==> config.mk <==
export PLATFORM = sky130hd
export DESIGN_NAME = div_unit
export DESIGN_NICKNAME = d
export VERILOG_FILES = /design/src/rtl/div_pkg.sv /design/src/rtl/div_restore_step.sv /design/src/rtl/div_unit.sv
export SDC_FILE = /design/constraint.sdc
export NUM_CORES = 1
export LEC_CHECK = 0
export ABC_AREA = 0
export BUFFER_PORTS_ARGS = -buffer_cell sky130_fd_sc_hd__buf_2
export CAP_MARGIN = 20
export CORE_MARGIN = 4
export CORE_UTILIZATION = 55
export DETAILED_ROUTE_END_ITERATION = 8
export PLACE_DENSITY = 0.75
export SYNTH_ARGS = -nofsm -noshare
export SYNTH_HDL_FRONTEND = slang
export SYNTH_SLANG_ARGS = --single-unit
export TNS_END_PERCENT = 50
==> constraint.sdc <==
create_clock -name clk -period 8.9 [get_ports clk]
set_input_delay 2.67 -clock clk [delete_from_list [all_inputs] [get_ports clk]]
set_output_delay 2.67 -clock clk [all_outputs]
set_load 0.02 [all_outputs]
==> src/rtl/div_pkg.sv <==
// ============================================================================
// Module   : div_pkg
// Purpose  : Shared definitions for the multicycle divider: FSM state type
//            and the default datapath width. Imported by the control unit,
//            the divider and its bench.
// Revision : 1.0 - initial release
// ============================================================================
`default_nettype none

package div_pkg;

  localparam int DIV_WIDTH = 32;

  typedef enum logic [1:0] {
    IDLE = 2'd0,
    RUN  = 2'd1,
    FIX  = 2'd2,
    ZERO = 2'd3
  } div_state_t;

endpackage : div_pkg

`default_nettype wire

==> src/rtl/div_restore_step.sv <==
// ============================================================================
// Module   : div_restore_step
// Purpose  : One combinational restoring-division iteration. The pair
//            {rem,q} is shifted left one bit, the divisor is trial-subtracted
//            from the new partial remainder, and the subtraction is kept only
//            when it does not go negative. The new quotient bit enters q[0].
// Ports    : rem_i  - current partial remainder
//            q_i    - current quotient / dividend shift register
//            div_i  - divisor magnitude
//            rem_o  - next partial remainder
//            q_o    - next quotient shift register
// Revision : 1.0 - initial release
// ============================================================================
`default_nettype none

module div_restore_step
  import div_pkg::*;
#(
  parameter int WIDTH = DIV_WIDTH
) (
  input  logic [WIDTH-1:0] rem_i,
  input  logic [WIDTH-1:0] q_i,
  input  logic [WIDTH-1:0] div_i,
  output logic [WIDTH-1:0] rem_o,
  output logic [WIDTH-1:0] q_o
);

  // The remainder stays below the divisor (at most 2^(WIDTH-1)), so the
  // shifted remainder always fits WIDTH bits and bit WIDTH of the trial
  // difference is a reliable borrow/sign flag.
  logic [WIDTH:0] w_rem_sh;
  logic [WIDTH:0] w_trial;

  assign w_rem_sh = {rem_i, q_i[WIDTH-1]};
  assign w_trial  = w_rem_sh - {1'b0, div_i};

  assign rem_o = w_trial[WIDTH] ? w_rem_sh[WIDTH-1:0] : w_trial[WIDTH-1:0];
  assign q_o   = {q_i[WIDTH-2:0], ~w_trial[WIDTH]};

endmodule : div_restore_step

`default_nettype wire

==> src/rtl/div_unit.sv <==
// ============================================================================
// Module   : div_unit
// Purpose  : Multicycle signed restoring divider (one quotient bit per clock)
//            for the MIPS multicycle datapath. Quotient goes to LO, remainder
//            to HI. Division by zero is flagged instead of computed.
// Ports    : clk       - clock, rising edge
//            reset     - asynchronous active-low reset
//            start     - divide request, honoured only when idle
//            dividend  - rs operand, sampled with start
//            divisor   - rt operand, sampled with start
//            unsigned_op - (DIV_UNIT_DIVU_EN only) divu when 1
//            busy      - operation in progress, through the done cycle
//            done      - one-cycle pulse, hi/lo valid
//            div_zero  - one-cycle pulse on divisor == 0
//            hi / lo   - remainder / quotient registers
// Config   : `define DIV_UNIT_DIVU_EN to add the unsigned_op port (divu).
// Revision : 1.0 - initial release
// ============================================================================
`default_nettype none

module div_unit
  import div_pkg::*;
#(
  parameter int WIDTH = DIV_WIDTH,
  parameter int CNT_W = $clog2(WIDTH) + 1
) (
  input  logic             clk,
  input  logic             reset,
  input  logic             start,
  input  logic [WIDTH-1:0] dividend,
  input  logic [WIDTH-1:0] divisor,
`ifdef DIV_UNIT_DIVU_EN
  input  logic             unsigned_op,
`endif
  output logic             busy,
  output logic             done,
  output logic             div_zero,
  output logic [WIDTH-1:0] hi,
  output logic [WIDTH-1:0] lo
);

  div_state_t       state_q, state_d;
  logic [WIDTH-1:0] rem_q, rem_d;
  logic [WIDTH-1:0] quo_q, quo_d;
  logic [WIDTH-1:0] div_q, div_d;
  logic [CNT_W-1:0] cnt_q, cnt_d;
  logic             neg_quo_q, neg_quo_d;
  logic             neg_rem_q, neg_rem_d;
  logic [WIDTH-1:0] hi_q, hi_d;
  logic [WIDTH-1:0] lo_q, lo_d;
  logic             busy_q, busy_d;
  logic             done_q, done_d;
  logic             dz_q, dz_d;

  logic [WIDTH-1:0] w_step_rem;
  logic [WIDTH-1:0] w_step_quo;
  logic             w_signed;
  logic [WIDTH-1:0] w_abs_dvd;
  logic [WIDTH-1:0] w_abs_dvs;

`ifdef DIV_UNIT_DIVU_EN
  assign w_signed = ~unsigned_op;
`else
  assign w_signed = 1'b1;
`endif

  // Negating 0x80000000 yields 0x80000000, which read unsigned is exactly
  // 2^31, so the most negative operand needs no special case.
  assign w_abs_dvd = (w_signed && dividend[WIDTH-1]) ? -dividend : dividend;
  assign w_abs_dvs = (w_signed && divisor[WIDTH-1])  ? -divisor  : divisor;

  div_restore_step #(
    .WIDTH (WIDTH)
  ) u_step (
    .rem_i (rem_q),
    .q_i   (quo_q),
    .div_i (div_q),
    .rem_o (w_step_rem),
    .q_o   (w_step_quo)
  );

  always_comb begin
    state_d   = state_q;
    rem_d     = rem_q;
    quo_d     = quo_q;
    div_d     = div_q;
    cnt_d     = cnt_q;
    neg_quo_d = neg_quo_q;
    neg_rem_d = neg_rem_q;
    hi_d      = hi_q;
    lo_d      = lo_q;
    busy_d    = 1'b0;
    done_d    = 1'b0;
    dz_d      = 1'b0;

    case (state_q)
      IDLE: begin
        if (start) begin
          busy_d = 1'b1;
          if (divisor == '0) begin
            state_d = ZERO;
          end else begin
            quo_d     = w_abs_dvd;
            div_d     = w_abs_dvs;
            rem_d     = '0;
            neg_quo_d = w_signed & (dividend[WIDTH-1] ^ divisor[WIDTH-1]);
            neg_rem_d = w_signed & dividend[WIDTH-1];
            cnt_d     = '0;
            state_d   = RUN;
          end
        end
      end
      RUN: begin
        busy_d = 1'b1;
        rem_d  = w_step_rem;
        quo_d  = w_step_quo;
        cnt_d  = cnt_q + 1'b1;
        if (cnt_q == CNT_W'(WIDTH - 1)) begin
          state_d = FIX;
        end
      end
      FIX: begin
        // busy, done and the new hi/lo all become visible on the same edge.
        busy_d  = 1'b1;
        done_d  = 1'b1;
        lo_d    = neg_quo_q ? -quo_q : quo_q;
        hi_d    = neg_rem_q ? -rem_q : rem_q;
        state_d = IDLE;
      end
      ZERO: begin
        busy_d  = 1'b1;
        dz_d    = 1'b1;
        state_d = IDLE;
      end
      default: begin
        state_d = IDLE;
      end
    endcase
  end

  always_ff @(posedge clk or negedge reset) begin
    if (!reset) begin
      state_q   <= IDLE;
      rem_q     <= '0;
      quo_q     <= '0;
      div_q     <= '0;
      cnt_q     <= '0;
      neg_quo_q <= 1'b0;
      neg_rem_q <= 1'b0;
      hi_q      <= '0;
      lo_q      <= '0;
      busy_q    <= 1'b0;
      done_q    <= 1'b0;
      dz_q      <= 1'b0;
    end else begin
      state_q   <= state_d;
      rem_q     <= rem_d;
      quo_q     <= quo_d;
      div_q     <= div_d;
      cnt_q     <= cnt_d;
      neg_quo_q <= neg_quo_d;
      neg_rem_q <= neg_rem_d;
      hi_q      <= hi_d;
      lo_q      <= lo_d;
      busy_q    <= busy_d;
      done_q    <= done_d;
      dz_q      <= dz_d;
    end
  end

  assign busy     = busy_q;
  assign done     = done_q;
  assign div_zero = dz_q;
  assign hi       = hi_q;
  assign lo       = lo_q;

endmodule : div_unit

`default_nettype wire

# Yosys cells after proc, flatten, opt, wreduce, memory -nomap -nowiden

Index checks and enable logic that the tools add are counted.

Flip-flop bits (word level): 173
Word-level logic and storage cells: 58
Output and inout port bits: 67
Input port bits: 67

Multiplexer cells: 22
$add $sub $neg: 6
Reduce and logical (&&, ||, !) cells: 8
Equal/unequal tests: 7
Bitwise gates (word level): 3

Operators by type and width:

| operator              | number |
|---|---|
| $mux W32              | 9 |
| $neg A32 Y32          | 4 |
| $pmux W32 S2          | 2 |
| $sub A33 B32 Y33      | 1 |
| $logic_not A32 Y1     | 1 |
| $mux W6               | 2 |
| $pmux W6 S2           | 1 |
| $add A6 B1 Y6 const B | 1 |
| $eq A6 B5 Y1 const B  | 1 |
| $mux W2               | 3 |
| $ne A2 B2 Y1 const B  | 3 |
| $pmux W2 S3           | 1 |
| $reduce_and A3 Y1     | 2 |
| $eq A2 B2 Y1 const B  | 2 |
| $mux W1               | 3 |
| $reduce_or A3 Y1      | 1 |
| $eq A2 B1 Y1 const B  | 1 |
| $logic_not A2 Y1      | 1 |
| $not A1 Y1            | 2 |
| $pmux W1 S2           | 1 |
| $reduce_and A2 Y1     | 1 |
| $reduce_bool A2 Y1    | 1 |
| $reduce_or A2 Y1      | 1 |
| $xor A1 B1 Y1         | 1 |

# Depth between registers and ports, before layout

Depth after elaboration: 5
Mapped depth: 14
Mapped depth without buffers: 12

# Hierarchy

Synthesis repeated with hierarchy kept, for this count alone.

Cells, all modules: 1299
Area total of the unflattened synthesis: 11558.6 um^2

Modules (own cells, without submodules):

| module           | seq. area each (um^2) | times used | cells an instance | area an instance (um^2) |
|---|---|---|---|---|
| div_unit         | 4329.2                | 1          | 957               | 9069.9 |
| div_restore_step | 0.0                   | 1          | 342               | 2488.6 |

# Worst setup path before layout

OpenSTA, ideal clock, no wires.

Kind: input port to flip-flop
From: input port dividend[1]
To: register quo_q[28]
Path slack: 3955 ps
Required time: 8777 ps
Setup time: 123 ps
Arrival: 4822 ps
Path buffers: 0
Stages on the path: 11
Path through: inv_1 > ha_1 > nor3b_2 > nand4_1 > or4_4 > or4_4 > o31ai_4 > xor2_1 > nor2_1 > a21oi_2 > o21ai_1

Word-level cells in the longest chain between the ends: 5

RTL lines:

| element              | line            | text |
|---|---|---|
| from (decl)          | div_unit.sv:30  | `input logic [WIDTH-1:0] dividend,` |
| $neg A32 Y32         | div_unit.sv:69  | `assign w_abs_dvd = (w_signed && dividend[WIDTH-1]) ? -dividend : dividend;` |
| $mux W32             | div_unit.sv:69  |  |
| $mux W32             | div_unit.sv:100 | `if (divisor == '0) begin` |
| $mux W32             | div_unit.sv:98  | `if (start) begin` |
| $pmux W32 S2         | div_unit.sv:96  | `case (state_q)` |
| to (signal assigned) | div_unit.sv:158 | `quo_q <= quo_d;` |
| to (decl)            | div_unit.sv:44  | `logic [WIDTH-1:0] quo_q, quo_d;` |

Every way passes these cells. The select of a mux whose other input is x is not followed.
A chain may end at the register's enable or synchronous reset.

# Worst setup path after layout

From: input port divisor[19]
To: register quo_q[0]

Word-level cells in the longest chain between the ends: 3

RTL lines:

| element                     | line            | text |
|---|---|---|
| from (decl)                 | div_unit.sv:31  | `input logic [WIDTH-1:0] divisor,` |
| $logic_not A32 Y1           | div_unit.sv:100 |  |
| $ne A2 B2 Y1 (no line)      | n/a             |  |
| $reduce_and A3 Y1 (no line) | n/a             |  |

Every way passes these cells.

==> results.ini <==
[outcome]
run_status=finished, final reports clean

[drt]
num_vias=9649
drt-total-wl_microns=26500
drt_iter0_drc=768
ant_nets=0
drc=0
firstDrtPassIters=6
drt-vias-per-instance=5.69
wl_per_cell_microns=15.6

[flow_run]
maxCapViolCount=0

[timing]
finalClockSkew_ps=7.17
rsz0062_at_grt=no
hold_violations=0
hold_ws_ps=470
setup_viol=0
period_minus_slack_ps=5630
setup_ws_ps=3270
max_freq_ghz=0.178
slew_viol_final=0
max_slew_margin=0.308
setup_tns_ps=0
worst_slew_pin_slew_ps=1040
period_share=0.633

[global_route]
track_usage=0.236
grt_start_max_net_pins=130
grt_pass1_wl_microns=44200
overflow=0
first_global_vias=8987
grt_antenna_before_repair=0

[synthesis]
yosysWarnings=0
syn-num-nets=1425
synth_ff_type=dfrtp_1
synthTopCellsByArea=dfrtp_1, xor2_1, nand2_1
synthCells=1320
yosysUniqueCellTypes=72
ys_seq_area_frac=0.384
yosys-top-cells-count=nand2_1, dfrtp_1, o21ai_0
synth_top_cell_by_area=dfrtp_1
synth_area_per_cell_sq_um=8.55
syn_area_sq_um=11300
synth.most_common_cell=nand2_1
ys_ff_latch=173
synth_top_area_frac=0.384
ys_async_sr_fraction=1.00
synth_edf_count=0

[clocking]
cts_htree_levels=4
clkTransAtPathRegs_ps=60
cts_buffers=17
root_buffer=clkbuf_16
cts_setup_buffers=0
clkLatencyLatePin_ps=430
cts_tree=built
cts.sinks=173
cts_resized=0
holdBufCountCts=0
cts_buffer_depth=2

[critical_path]
path_max_fanout=50
crit_required_ps=9240
reg2reg_from=quo_q[31]
crit_path_start_kind=primary input
ff2ff_path_depth=13
crit_arrival_ps=5970
critPathKind=primary input to flop
end_kind=flop
reg2reg_slack_ps=4940
r2r_end=rem_q[0]
critPathLaunch=divisor[19]
endpoint=quo_q[0]

[die]
fp.dieArea_sq_um=22900
row_count=52
io_pins=134
fp.dieH_microns=151
core_sq_um=20200
die_width_microns=151
start_util=0.558

[power]
power.density_nw_per_um2=391
leakage_uw=0.00574
max-vdd-ir-drop_mv=0.205

[placed_design]
post-place-ws_ps=2850
io_buffers=133
dp_hpwl_microns=19500
gp_congestion=0.924
place_inst=1662
dpl-instance-area_sq_um=12100

[cells_and_area]
stdcell_area_sq_um=12700
drive_above_1_share=0.148
fin_cells=1695
syn2layout_area_growth_pct=12.4
diodes=0
finalNetCount=1518

[min_path]
hold_class=flop to flop

-- placed cells by master (no fill, tap or decap), drive strengths merged, types with 4 or more instances in the layout --
cell type	instances
a211oi	4
a21o	14
a21oi	66
a22o	4
and3	4
buf	145
clkbuf	21
clkinv	4
dfrtp	173
ha	37
inv	56
mux2i	29
nand2	222
nand2b	10
nand3	13
nand4	12
nor2	63
nor2b	8
nor3	13
nor4	8
o211ai	6
o21ai	209
o21bai	4
o31ai	34
o41ai	18
or2	7
or3	22
or4	21
xnor2	45
xor2	102
-- registers in the layout, indices dropped and copies added (netlist names) --
| name | cells |
|---|---|
| rem_q | 32 |
| cnt_q | 6 |
| busy | 1 |
| neg_quo_q | 1 |
| hi | 32 |
| lo | 32 |
| div_q | 32 |
| quo_q | 32 |
| neg_rem_q | 1 |
| state_q | 2 |
| done | 1 |
| div_zero | 1 |
-- through the flow --
stage                util  power, uW
floorplan               -       3630
global placement    0.596       4150
detailed placement  0.596       4200
CTS                 0.624       4950
global route        0.627       5400
finish              0.627       4960
-- cells by family (layout without fill, tap and decap cells) --
group           count (synthesis)  after routing  share of synthesized area
buf+inv                       126            231                     0.0487
xor+xnor                      147            147                      0.114
simple gates                  411            411                      0.172
mux                            29             29                     0.0257
compound gates                396            396                      0.213
fa+ha+maj                      38             38                     0.0428
flops                         173            173                      0.384
-- layer usage --
metal / track usage / routed length, microns / vias to the layer above
met5: 0 / 0 / -
met4: 0.0539 / 179 / 0
met3: 0.0422 / 1660 / 16
met2: 0.369 / 12000 / 285
met1: 0.344 / 12600 / 4513
li1: - / - / 4835
-- area by class of cell --
type                    instances  area [sq um]
inverters                      55           206
clock buffers                  21           460
fillers                      1780          7550
repair buffers                145           795
flip-flops and latches        173          4330
clock inverters                10           115
multi-input cells            1021          6440
well taps                     270           338
-- worst min-delay path by stage --
stage / from / endpoint / slack, ps / cells after the start
after floorplan: div_q[12] / div_q[12] / 450 / 2
after global placement: lo[15] / lo[15] / 460 / 2
after detailed placement: hi[7] / hi[7] / 460 / 2
after CTS: hi[7] / hi[7] / 480 / 2
after global routing: lo[17] / lo[17] / 490 / 2
final: lo[16] / lo[16] / 470 / 2
-- worst max-delay path: stages --
cell	delay [ps]
buf_2	120
or4_1	580
nor2_1	140
nand4_1	210
or4_1	510
nand2_1	180
a21o_2	740
buf_4	540
a21oi_1	80
a22oi_1	170
-- report_power, final --
group          internal, uW  switching (uW)
sequential             1080             343
clock                   427             311
combinational          1220            1580
total                  2720            2240
(Power assumes the default switching activity.)
